[src/rtl/cc_mem_rd_responder.sv]
// Memory-side AXI read responder: queues AR requests, waits a fixed access latency,
// then streams 64-bit beats whose data is a self-describing address pattern.
module cc_mem_rd_responder #(
  parameter int unsigned REQ_DEPTH = 4,
  parameter int unsigned LATENCY   = 4
) (
  input  logic        clk,
  input  logic        rst_n,
  input  logic [3:0]  arid_i,
  input  logic [31:0] araddr_i,
  input  logic [3:0]  arlen_i,
  input  logic [2:0]  arsize_i,
  input  logic [1:0]  arburst_i,
  input  logic        arvalid_i,
  output logic        arready_o,
  output logic [3:0]  rid_o,
  output logic [63:0] rdata_o,
  output logic [1:0]  rresp_o,
  output logic        rlast_o,
  output logic        rvalid_o,
  input  logic        rready_i
);

  localparam int unsigned PTR_W = (REQ_DEPTH > 1) ? $clog2(REQ_DEPTH) : 1;
  localparam int unsigned CNT_W = PTR_W + 1;
  localparam int unsigned LAT_W = ($clog2(LATENCY + 1) > 0) ? $clog2(LATENCY + 1) : 1;
  localparam int unsigned MSK_W = 7;

  localparam logic [1:0] BURST_INCR = 2'b01;
  localparam logic [1:0] BURST_WRAP = 2'b10;
  localparam logic [1:0] RESP_OKAY  = 2'b00;
  localparam logic [1:0] RESP_SLV   = 2'b10;

  typedef struct packed {
    logic [3:0]  id;
    logic [31:0] addr;
    logic [3:0]  len;
    logic [2:0]  size;
    logic [1:0]  burst;
  } ar_req_t;

  typedef enum logic [1:0] {
    S_IDLE  = 2'd0,
    S_WAIT  = 2'd1,
    S_BURST = 2'd2
  } state_e;

  ar_req_t              q_mem_q [REQ_DEPTH];
  logic [PTR_W-1:0]     wr_ptr_q;
  logic [PTR_W-1:0]     rd_ptr_q;
  logic [CNT_W-1:0]     count_q;

  state_e               state_q;
  logic [LAT_W-1:0]     lat_q;
  logic [3:0]           id_q;
  logic [31:0]          addr_q;
  logic [3:0]           len_q;
  logic [3:0]           beat_q;
  logic                 err_q;
  logic                 wrap_q;
  logic [MSK_W-1:0]     mask_q;

  logic [3:0]           rid_q;
  logic [63:0]          rdata_q;
  logic [1:0]           rresp_q;
  logic                 rlast_q;
  logic                 rvalid_q;

  logic                 push;
  logic                 pop;
  ar_req_t              push_req;
  ar_req_t              head;
  logic [31:0]          head_aligned;
  logic                 head_wrap_len_ok;
  logic                 head_err;
  logic [MSK_W-1:0]     head_mask;
  logic [31:0]          mask_w;
  logic [31:0]          next_addr_d;
  logic [3:0]           next_beat_d;

  // Beat payload: address and its complement, or zero for an errored request
  function automatic logic [63:0] beat_data(input logic [31:0] a, input logic err);
    if (err) return 64'd0;
    return {~a, a};
  endfunction

  assign arready_o = (count_q != CNT_W'(REQ_DEPTH));
  assign push      = arvalid_i & arready_o;
  assign pop       = (state_q == S_IDLE) && (count_q != '0);
  assign push_req  = '{id: arid_i, addr: araddr_i, len: arlen_i, size: arsize_i, burst: arburst_i};
  assign head      = q_mem_q[rd_ptr_q];

  // Decode the queue head into working-register form
  always_comb begin
    head_aligned     = {head.addr[31:3], 3'b000};
    head_wrap_len_ok = (head.len == 4'd1) || (head.len == 4'd3) ||
                       (head.len == 4'd7) || (head.len == 4'd15);
    head_err         = (head.size != 3'b011) ||
                       !((head.burst == BURST_INCR) ||
                         ((head.burst == BURST_WRAP) && head_wrap_len_ok));
    head_mask        = {head.len, 3'b111};
  end

  // Next beat address: wrap keeps the upper bits of the aligned window fixed
  always_comb begin
    mask_w      = 32'(mask_q);
    next_beat_d = 4'(beat_q + 4'd1);
    if (wrap_q) begin
      next_addr_d = (addr_q & ~mask_w) | (32'(addr_q + 32'd8) & mask_w);
    end else begin
      next_addr_d = 32'(addr_q + 32'd8);
    end
  end

  // Request queue
  always_ff @(posedge clk or negedge rst_n) begin
    if (!rst_n) begin
      for (int i = 0; i < int'(REQ_DEPTH); i++) begin
        q_mem_q[i] <= '0;
      end
      wr_ptr_q <= '0;
      rd_ptr_q <= '0;
      count_q  <= '0;
    end else begin
      if (push) begin
        q_mem_q[wr_ptr_q] <= push_req;
        wr_ptr_q          <= PTR_W'(wr_ptr_q + PTR_W'(1));
      end
      if (pop) begin
        rd_ptr_q <= PTR_W'(rd_ptr_q + PTR_W'(1));
      end
      unique case ({push, pop})
        2'b10:   count_q <= CNT_W'(count_q + CNT_W'(1));
        2'b01:   count_q <= CNT_W'(count_q - CNT_W'(1));
        default: count_q <= count_q;
      endcase
    end
  end

  // Response FSM with registered R-channel outputs
  always_ff @(posedge clk or negedge rst_n) begin
    if (!rst_n) begin
      state_q  <= S_IDLE;
      lat_q    <= '0;
      id_q     <= '0;
      addr_q   <= '0;
      len_q    <= '0;
      beat_q   <= '0;
      err_q    <= 1'b0;
      wrap_q   <= 1'b0;
      mask_q   <= '0;
      rid_q    <= '0;
      rdata_q  <= '0;
      rresp_q  <= RESP_OKAY;
      rlast_q  <= 1'b0;
      rvalid_q <= 1'b0;
    end else begin
      unique case (state_q)
        S_IDLE: begin
          if (pop) begin
            id_q   <= head.id;
            addr_q <= head_aligned;
            len_q  <= head.len;
            beat_q <= '0;
            err_q  <= head_err;
            wrap_q <= (head.burst == BURST_WRAP);
            mask_q <= head_mask;
            if (LATENCY <= 1) begin
              // Single-cycle latency: the pop cycle itself is the wait
              state_q  <= S_BURST;
              rvalid_q <= 1'b1;
              rid_q    <= head.id;
              rdata_q  <= beat_data(head_aligned, head_err);
              rresp_q  <= head_err ? RESP_SLV : RESP_OKAY;
              rlast_q  <= (head.len == 4'd0);
            end else begin
              state_q <= S_WAIT;
              lat_q   <= LAT_W'(LATENCY - 1);
            end
          end
        end
        S_WAIT: begin
          if (lat_q == LAT_W'(1)) begin
            state_q  <= S_BURST;
            rvalid_q <= 1'b1;
            rid_q    <= id_q;
            rdata_q  <= beat_data(addr_q, err_q);
            rresp_q  <= err_q ? RESP_SLV : RESP_OKAY;
            rlast_q  <= (len_q == 4'd0);
          end else begin
            lat_q <= LAT_W'(lat_q - LAT_W'(1));
          end
        end
        S_BURST: begin
          if (rvalid_q && rready_i) begin
            if (rlast_q) begin
              state_q  <= S_IDLE;
              rvalid_q <= 1'b0;
              rlast_q  <= 1'b0;
            end else begin
              beat_q  <= next_beat_d;
              addr_q  <= next_addr_d;
              rdata_q <= beat_data(next_addr_d, err_q);
              rlast_q <= (next_beat_d == len_q);
            end
          end
        end
        default: begin
          state_q  <= S_IDLE;
          rvalid_q <= 1'b0;
          rlast_q  <= 1'b0;
        end
      endcase
    end
  end

  assign rid_o    = rid_q;
  assign rdata_o  = rdata_q;
  assign rresp_o  = rresp_q;
  assign rlast_o  = rlast_q;
  assign rvalid_o = rvalid_q;

endmodule

[config.mk]
export PLATFORM = sky130hd
export DESIGN_NAME = cc_mem_rd_responder
export DESIGN_NICKNAME = d
export VERILOG_FILES = /design/src/rtl/cc_mem_rd_responder.sv
export SDC_FILE = /design/constraint.sdc
export NUM_CORES = 1
export LEC_CHECK = 0
export ABC_AREA = 1
export CAP_MARGIN = 20
export CORE_MARGIN = 2
export CORE_UTILIZATION = 53
export DETAILED_ROUTE_END_ITERATION = 10
export GPL_TIMING_DRIVEN = 0
export PLACE_DENSITY_LB_ADDON = 0.08
export SLEW_MARGIN = 25
export SYNTH_ARGS = -nofsm -noshare
export SYNTH_HDL_FRONTEND = slang
export SYNTH_SLANG_ARGS = --single-unit
[constraint.sdc]
create_clock -name clk -period 2.4 [get_ports clk]
set_input_delay 0.24 -clock clk [delete_from_list [all_inputs] [get_ports clk]]
set_output_delay 0.24 -clock clk [all_outputs]
set_load 0.02 [all_outputs]
==> key figures, run 1 <==
GRT
  – Wire length of the first global-routing pass: 60,030 µm
  – Total gr overflow: 0
  – Vias in the first global route: 11,125
  – Pin count of the biggest net entering global routing: 91
  – Antenna violations before repair: 0
  – GRT Resource Usage Total: a little over a quarter

Timing
  – Fmax: 0.4448 GHz
  – Final Hold Viols: 0
  – Clock period minus worst slack: 2.248 ns
  – Final Max Slew Viols: 0
  – Worst slew margin relative to its limit: slightly below 50%
  – Maximum clock skew at final layout: about 0.024 ns
  – Post-Route Hold Slack: 0.1546 ns
  – Final critical-path share of the clock period: about 94%
  – Final setup violation count: 0
  – Final total negative setup slack: 0 ns
  – Setup repair after global routing missed its margin: no
  – Worst path setup slack after routing: 0.1520 ns
  – Worst Max-Slew Pin Slew: 0.7587 ns

Routing
  – Remaining antenna violation count: 0
  – DR iter-0 viols: 1,033
  – Wirelength, routed: approximately 37,000 µm
  – Vias per std cell: 5.452
  – Count of vias placed by the detailed router: 11,439
  – DR pass1 iterations: 8
  – DR WL/cell: 17.57 µm
  – Post-detailed-route DRC marker count: 14

Power and ir drop
  – Switching Share: about a fifth
  – Clock share of power: 48.1%
  – Worst IR Drop VDD: 0.5900 mV
  – Cell internal power dissipation: 7.938 mW
  – Comb pwr share: 2.3%
  – Part of the power in registers: 49.7%
  – Switch Pwr: about 2.1 mW
  – Power density over cell area: 596.2 nW/µm²
  – Standby leakage power: 8.279 nW

Clock tree
  – CTS max path bufs: 3
  – Post-CTS Repair Setup Buffers: 0
  – Worst-Skew Late Latency: 0.57 ns
  – Total clock buffers created by CTS: 31
  – Clock-pin slew on the worst setup and hold paths: 0.06 ns
  – Total number of clock tree sinks: 297
  – Root Buffer: clkbuf_16
  – TritonCTS clock tree: done
  – Number of H-tree branching levels: 1

Outcome
  – Run status: finished, violations left
  – Violated checks: DRC

Place
  – Detailed placer's ending HPWL: 26,230 µm
  – Routability congestion estimate: 0.9226
  – Post-place setup slack: -0.2771 ns
  – IO Port Bufs: 117

Die
  – Floorplan Core Area: 26,130 µm²
  – Top-level I/O count: 122
  – Initial core utilization: 54.24%
  – Area of the die: ~28,000 µm²
  – Width of the die: approximately 170 µm
  – Die Y-Extent: 167.5 µm
  – Site Rows: about 60

Setup path
  – Setup crit end kind: register
  – Worst endpoint required time: 2.89 ns
  – Cell family with most CP delay: buffers and inverters
  – Critical path data arrival time: approximately 2.7 ns
  – Startpoint kind of the worst setup timing path: register
  – Sum of buffers and inverters on the critical path: 3
  – CP Cell Sequence: clkinv_1 > buf_2 > clkbuf_1 > o21ai_0 > o22ai_1 > nand2_1 > o211ai_1
  – Master of the slowest instance on the critical path: clkbuf_1
  – Maximum fanout along the worst path: 10
  – Crit Path Category: reg2reg
  – Largest stage delay, worst path: 0.62 ns

Cells and area
  – Ant. Diodes: 0
  – Number of fill cells in the layout: 2,243
  – Synthesis-to-finish area growth: 19.26%
  – Area used by multi-input combinational logic: a little under 6000 µm²
  – Layout cell share with drive strength beyond 1: 14.18%
  – Core utilization of the finished layout: 64.68%
  – Nets: 1,800
  – Combined flip-flop and latch cell area: ~7400 µm²

Synth
  – Flip-flop and latch count after synthesis: a little under 300
  – Share of Yosys cell area claimed by the top area cell type: 52.44%
  – Synthesized cell area: between 10,000 and 15,000 µm²
  – Synth area leader: dfrtp_1
  – Mapped Avg Cell Area: slightly below 9 µm²
  – Post-synthesis sequential area ratio: 52.44%
  – Synthesized Nets: 1,647
  – Biggest area contributors in the synthesized netlist: dfrtp_1 (52%), nand2_1 (11%), mux2_2 (7.6%)
  – Synth warn: 0
  – Most common cell in the synthesized netlist: nand2_1
  – Share of flip-flops with an asynchronous set or reset: 100.0%
  – Most instantiated flip-flop cell in the synthesis netlist: dfrtp_1
  – Count of different cell masters after synthesis: 45
  – Post-Syn Instances: 1,585
  – Number of enable-type register cells in the synthesized netlist: 0
  – Most frequent cells after synthesis: nand2_1 (401), dfrtp_1 (297), o21ai_0 (176)

Hold path
  – Class of the tightest hold or removal check: in2async

Flow run
  – Reported max-cap violation count: 0
-- power groups by stage --
stage	combinational, mW	clock (mW)	sequential (mW)
after floorplan	0.00394	0	5.10
after detailed placement	0.233	0	5.10
after CTS	0.235	4.92	5.01
after global placement	0.215	0	5.11
after global routing	0.256	5.17	5.00
final	0.228	4.84	5.01
-- sequential cells by signal, summed over array words and instances (netlist names) --
name      cells
rd_ptr_q      2
len_q         4
wrap_q        1
q_mem_q     168
id_q          4
addr_q       32
beat_q        4
rdata_o      64
err_q         1
wr_ptr_q      2
state_q       2
rid_o         4
rlast_o       1
lat_q         3
count_q       3
rresp_o       1
rvalid_o      1
-- final timing paths --
path                             start           end  depth (start not counted)  slack (ns)
setup / recovery           rd_ptr_q[1]    addr_q[11]                          7        0.15
hold / removal                   rst_n    state_q[0]                          2        0.15
setup reg to reg           rd_ptr_q[1]    addr_q[11]                          7        0.15
hold reg to reg              addr_q[2]   rdata_o[34]                          1        0.47
max in group asynchronous        rst_n   q_mem_q[23]                          4        1.03
min in group clk             arid_i[2]  q_mem_q[133]                          3        0.32
-- kinds of logic after synthesis --
| group | Yosys count | share of synthesized area, % |
|---|---|---|
| flops | 297 | 52.44 |
| compound gates | 338 | 12.75 |
| other cells | 1 | 0.02646 |
| simple gates | 595 | 18.17 |
| xor+xnor | 10 | 0.6179 |
| fa+ha+maj | 13 | 1.201 |
| buf+inv | 232 | 6.939 |
| mux | 99 | 7.865 |
-- through the flow --
step           cells  power [mW]  area, µm²
6_report        2098       10.08      16900
4_1_cts         2098       10.16      16890
2_1_floorplan   1585       5.104      14170
3_3_place_gp    2037       5.321      15760
3_5_place_dp    2040       5.332      15850
5_1_grt         2098       10.43      16900
-- timing repair --
| item | in CTS | in global routing |
|---|---|---|
| endpoints found under the hold margin | 146 | 0 |
| gates resized for setup | 2 | 5 |
| setup endpoints to repair | 2 | 1 |
| hold buffers | 1 | 0 |
-- cells in the final DEF, fill, tap and decap left out, types with 33 or more instances in the layout --
cell | netlist | layout
nand2_1 | 401 | 400
dfrtp_1 | 297 | 297
o21ai_0 | 176 | 176
inv_1 | 144 | 143
clkdlybuf4s50_1 | 0 | 116
mux2_2 | 96 | 96
a21oi_1 | 88 | 88
nor2_1 | 76 | 76
nand3_1 | 69 | 69
buf_2 | 34 | 33
-- layout make-up --
cell class | instances | share of cell area [%]
sequential | 297 | 43.97
multi-input combinational | 1056 | 34.12
timing repair buffer | 121 | 7.506
clock buffer | 42 | 5.130
inverter | 151 | 3.397
tap | 335 | 2.480
buffer | 80 | 2.420
clock inverter | 16 | 0.9771
-- routing by layer --
metal | vias up | routed length [µm] | track usage [%]
met5 | - | 0 | 0
met4 | 0 | 897 | 7.713
met3 | 63 | 2350 | 3.947
met2 | 362 | 16850 | 42.41
met1 | 5487 | 16750 | 38.85
li1 | 5527 | - | -
Note: power is estimated with default switching activity, not from simulation.
==> inputs of run 2 (changes only) <==
--- a/config.mk
+++ b/config.mk
@@ -11,6 +11,7 @@
 export CORE_UTILIZATION = 53
 export DETAILED_ROUTE_END_ITERATION = 10
 export GPL_TIMING_DRIVEN = 0
+export HOLD_SLACK_MARGIN = 0.06
 export PLACE_DENSITY_LB_ADDON = 0.08
 export SLEW_MARGIN = 25
 export SYNTH_ARGS = -nofsm -noshare
==> results of run 2 <==
No change in the layout: final DEF, timing and power equal those of run 1.
==> inputs of run 3 (changes only) <==
--- a/config.mk
+++ b/config.mk
@@ -12,6 +12,7 @@
 export DETAILED_ROUTE_END_ITERATION = 10
 export GPL_TIMING_DRIVEN = 0
 export HOLD_SLACK_MARGIN = 0.06
+export MAX_ROUTING_LAYER = met4
 export PLACE_DENSITY_LB_ADDON = 0.08
 export SLEW_MARGIN = 25
 export SYNTH_ARGS = -nofsm -noshare
==> key figures, run 3 (synthesis gave the netlist of run 1 again) <==
Power and ir drop
  – Power density over cell area: ~610 nW/µm²
  – Switch Pwr: 2.141 mW
  – Clock share of power: 49.3%
  – Standby leakage power: 8.302 nW
  – Switching Share: 20.75%
  – Part of the power in registers: 48.5%
  – Worst IR Drop VDD: 0.6724 mV
  – Comb pwr share: 2.2%
  – Cell internal power dissipation: 8.177 mW

Cells and area
  – Leading cell type in the layout, fill and taps excluded: nand2_1
  – Nets: approximately 1,800
  – Largest register by flop count: q_mem_q
  – Ant. Diodes: 0
  – Count of placed standard cells in the final layout, fillers left out: ~2,100
  – Most frequent cells in the layout: nand2_1 (400), dfrtp_1 (297), o21ai_0 (176), inv_1 (143), clkdlybuf4s50_1 (116)
  – Core utilization of the finished layout: 64.92%
  – Layout cell share with drive strength beyond 1: 14.07%
  – Synthesis-to-finish area growth: 19.70%
  – Number of flip-flops under the largest register name: 168

Setup path
  – Launch point of the worst path: rd_ptr_q[1]
  – Worst Setup EP: addr_q[11]
  – Setup slack of the most critical reg-to-reg path: between 0.15 and 0.2 ns
  – Crit Reg-Reg Startpoint: rd_ptr_q[1]
  – Maximum fanout along the worst path: 10
  – R2R Path End: addr_q[11]
  – Startpoint kind of the worst setup timing path: register
  – Reg2reg path depth: 7
  – Crit Path Category: reg2reg
  – Critical path data arrival time: roughly 2.6 ns
  – Setup crit end kind: register
  – Worst endpoint required time: 2.82 ns

Place
  – Number of cells after detailed placement: between 2,000 and 2,500
  – Detailed placer's ending HPWL: about 26,000 µm
  – Routability congestion estimate: 0.9017
  – IO Port Bufs: 117

Clock tree
  – CTS max path bufs: 3
  – Post-CTS Repair Setup Buffers: 0
  – Clock-pin slew on the worst setup and hold paths: 0.06 ns
  – Total clock buffers created by CTS: 34
  – Number of H-tree branching levels: 2
  – Root Buffer: clkbuf_16
  – Worst-Skew Late Latency: 0.51 ns
  – TritonCTS clock tree: done
  – Total number of clock tree sinks: 297

Timing
  – Maximum clock skew at final layout: 0.008355 ns
  – Final setup violation count: 0
  – Final Max Slew Viols: 0
  – Worst Max-Slew Pin Slew: approximately 0.7 ns
  – Fmax: between 0.4 and 0.5 GHz
  – Clock period minus worst slack: 2.221 ns
  – Final critical-path share of the clock period: 92.52%
  – Final total negative setup slack: 0 ns
  – Setup repair after global routing missed its margin: no
  – Final Hold Viols: 0
  – Worst slew margin relative to its limit: 52.50%

GRT
  – Vias in the first global route: approximately 11,000
  – Wire length of the first global-routing pass: 60,130 µm
  – GRT Resource Usage Total: 27.80%
  – Pin count of the biggest net entering global routing: 92
  – Total gr overflow: 0
  – Antenna violations before repair: 0

Routing
  – DR WL/cell: 17.53 µm
  – Wirelength, routed: approximately 37,000 µm
  – DR pass1 iterations: 8
  – Vias per std cell: 5.456
  – DR iter-0 viols: 885
  – Post-detailed-route DRC marker count: 14
  – Remaining antenna violation count: 0
  – Count of vias placed by the detailed router: 11,447

Die
  – Area of the die: 28,070 µm²
  – Die Y-Extent: 167.5 µm
  – Top-level I/O count: around 120
  – Initial core utilization: 54.24%
  – Floorplan Core Area: 26,130 µm²
  – Width of the die: around 170 µm
  – Site Rows: 59

Flow run
  – Reported max-cap violation count: 0

Hold path
  – Class of the tightest hold or removal check: in2async

Outcome
  – Run status: finished, violations left
  – Violated checks: DRC
run 3: cell count changes in the layout (fill, tap and decap cells not counted), sizes merged:
cell	change
clkinv	-9
bufinv	-2
clkbuf	+11
run 3: critical path, stage by stage (launching register included):
cell,delay (ns)
dfrtp_1,0.39
clkinv_1,0.18
buf_2,0.31
clkbuf_1,0.58
o21ai_0,0.21
o22ai_1,0.27
nand2_1,0.11
o211ai_1,0.09
run 3: power groups by stage:
stage / logic, mW / clock network (mW) / registers, mW
floorplan: 0.00394 / 0 / 5.10
global placement: 0.215 / 0 / 5.11
finish: 0.227 / 5.08 / 5.01
global route: 0.255 / 5.37 / 5.01
detailed placement: 0.232 / 0 / 5.10
CTS: 0.235 / 5.14 / 5.01
run 3: what timing repair did:
| action | CTS | global route |
|---|---|---|
| gates resized for setup | 2 | 4 |
| hold buffers | 1 | 0 |
| endpoints found under the hold margin | 47 | 0 |
| setup endpoints to repair | 2 | 1 |
run 3: through the flow:
stage | total power [mW] | worst slack [ns] | instance area [µm²] | hold WS (ns)
floorplan | 5.104 | 0.1752 | 14170 | -0.05559
global placement | 5.321 | -11.92 | 15760 | 0.4437
detailed placement | 5.331 | -0.3305 | 15850 | 0.1836
CTS | 10.39 | 0.01918 | 16960 | 0.2624
global route | 10.63 | 0.009037 | 16970 | 0.2841
finish | 10.32 | 0.1794 | 16970 | 0.2504
run 3: how the worst min path moves through the flow:
stage                   to  cells past startpoint
6_report          lat_q[2]                      2
5_1_grt           rvalid_o                      2
4_1_cts           rvalid_o                      2
3_5_place_dp      rvalid_o                      1
3_3_place_gp   rdata_o[32]                      1
2_1_floorplan    addr_q[0]                      0
run 3: per-layer routing:
metal	up-vias	global-route usage (%)	part of all wire, %
met5	-	-	0
met2	358	42.99	46
met4	0	7.448	2.1
met1	5514	39.15	47
met3	54	3.593	5.5
li1	5521	-	-
run 3: area by class of cell:
cell class,instances,area [µm²]
fill,2242,9166
sequential,297,7432
multi-input combinational,1056,5763
timing repair buffer,121,1269
clock buffer,53,1044
inverter,151,574.3
tap,335,419.2
buffer,80,409.1
clock inverter,5,56.30
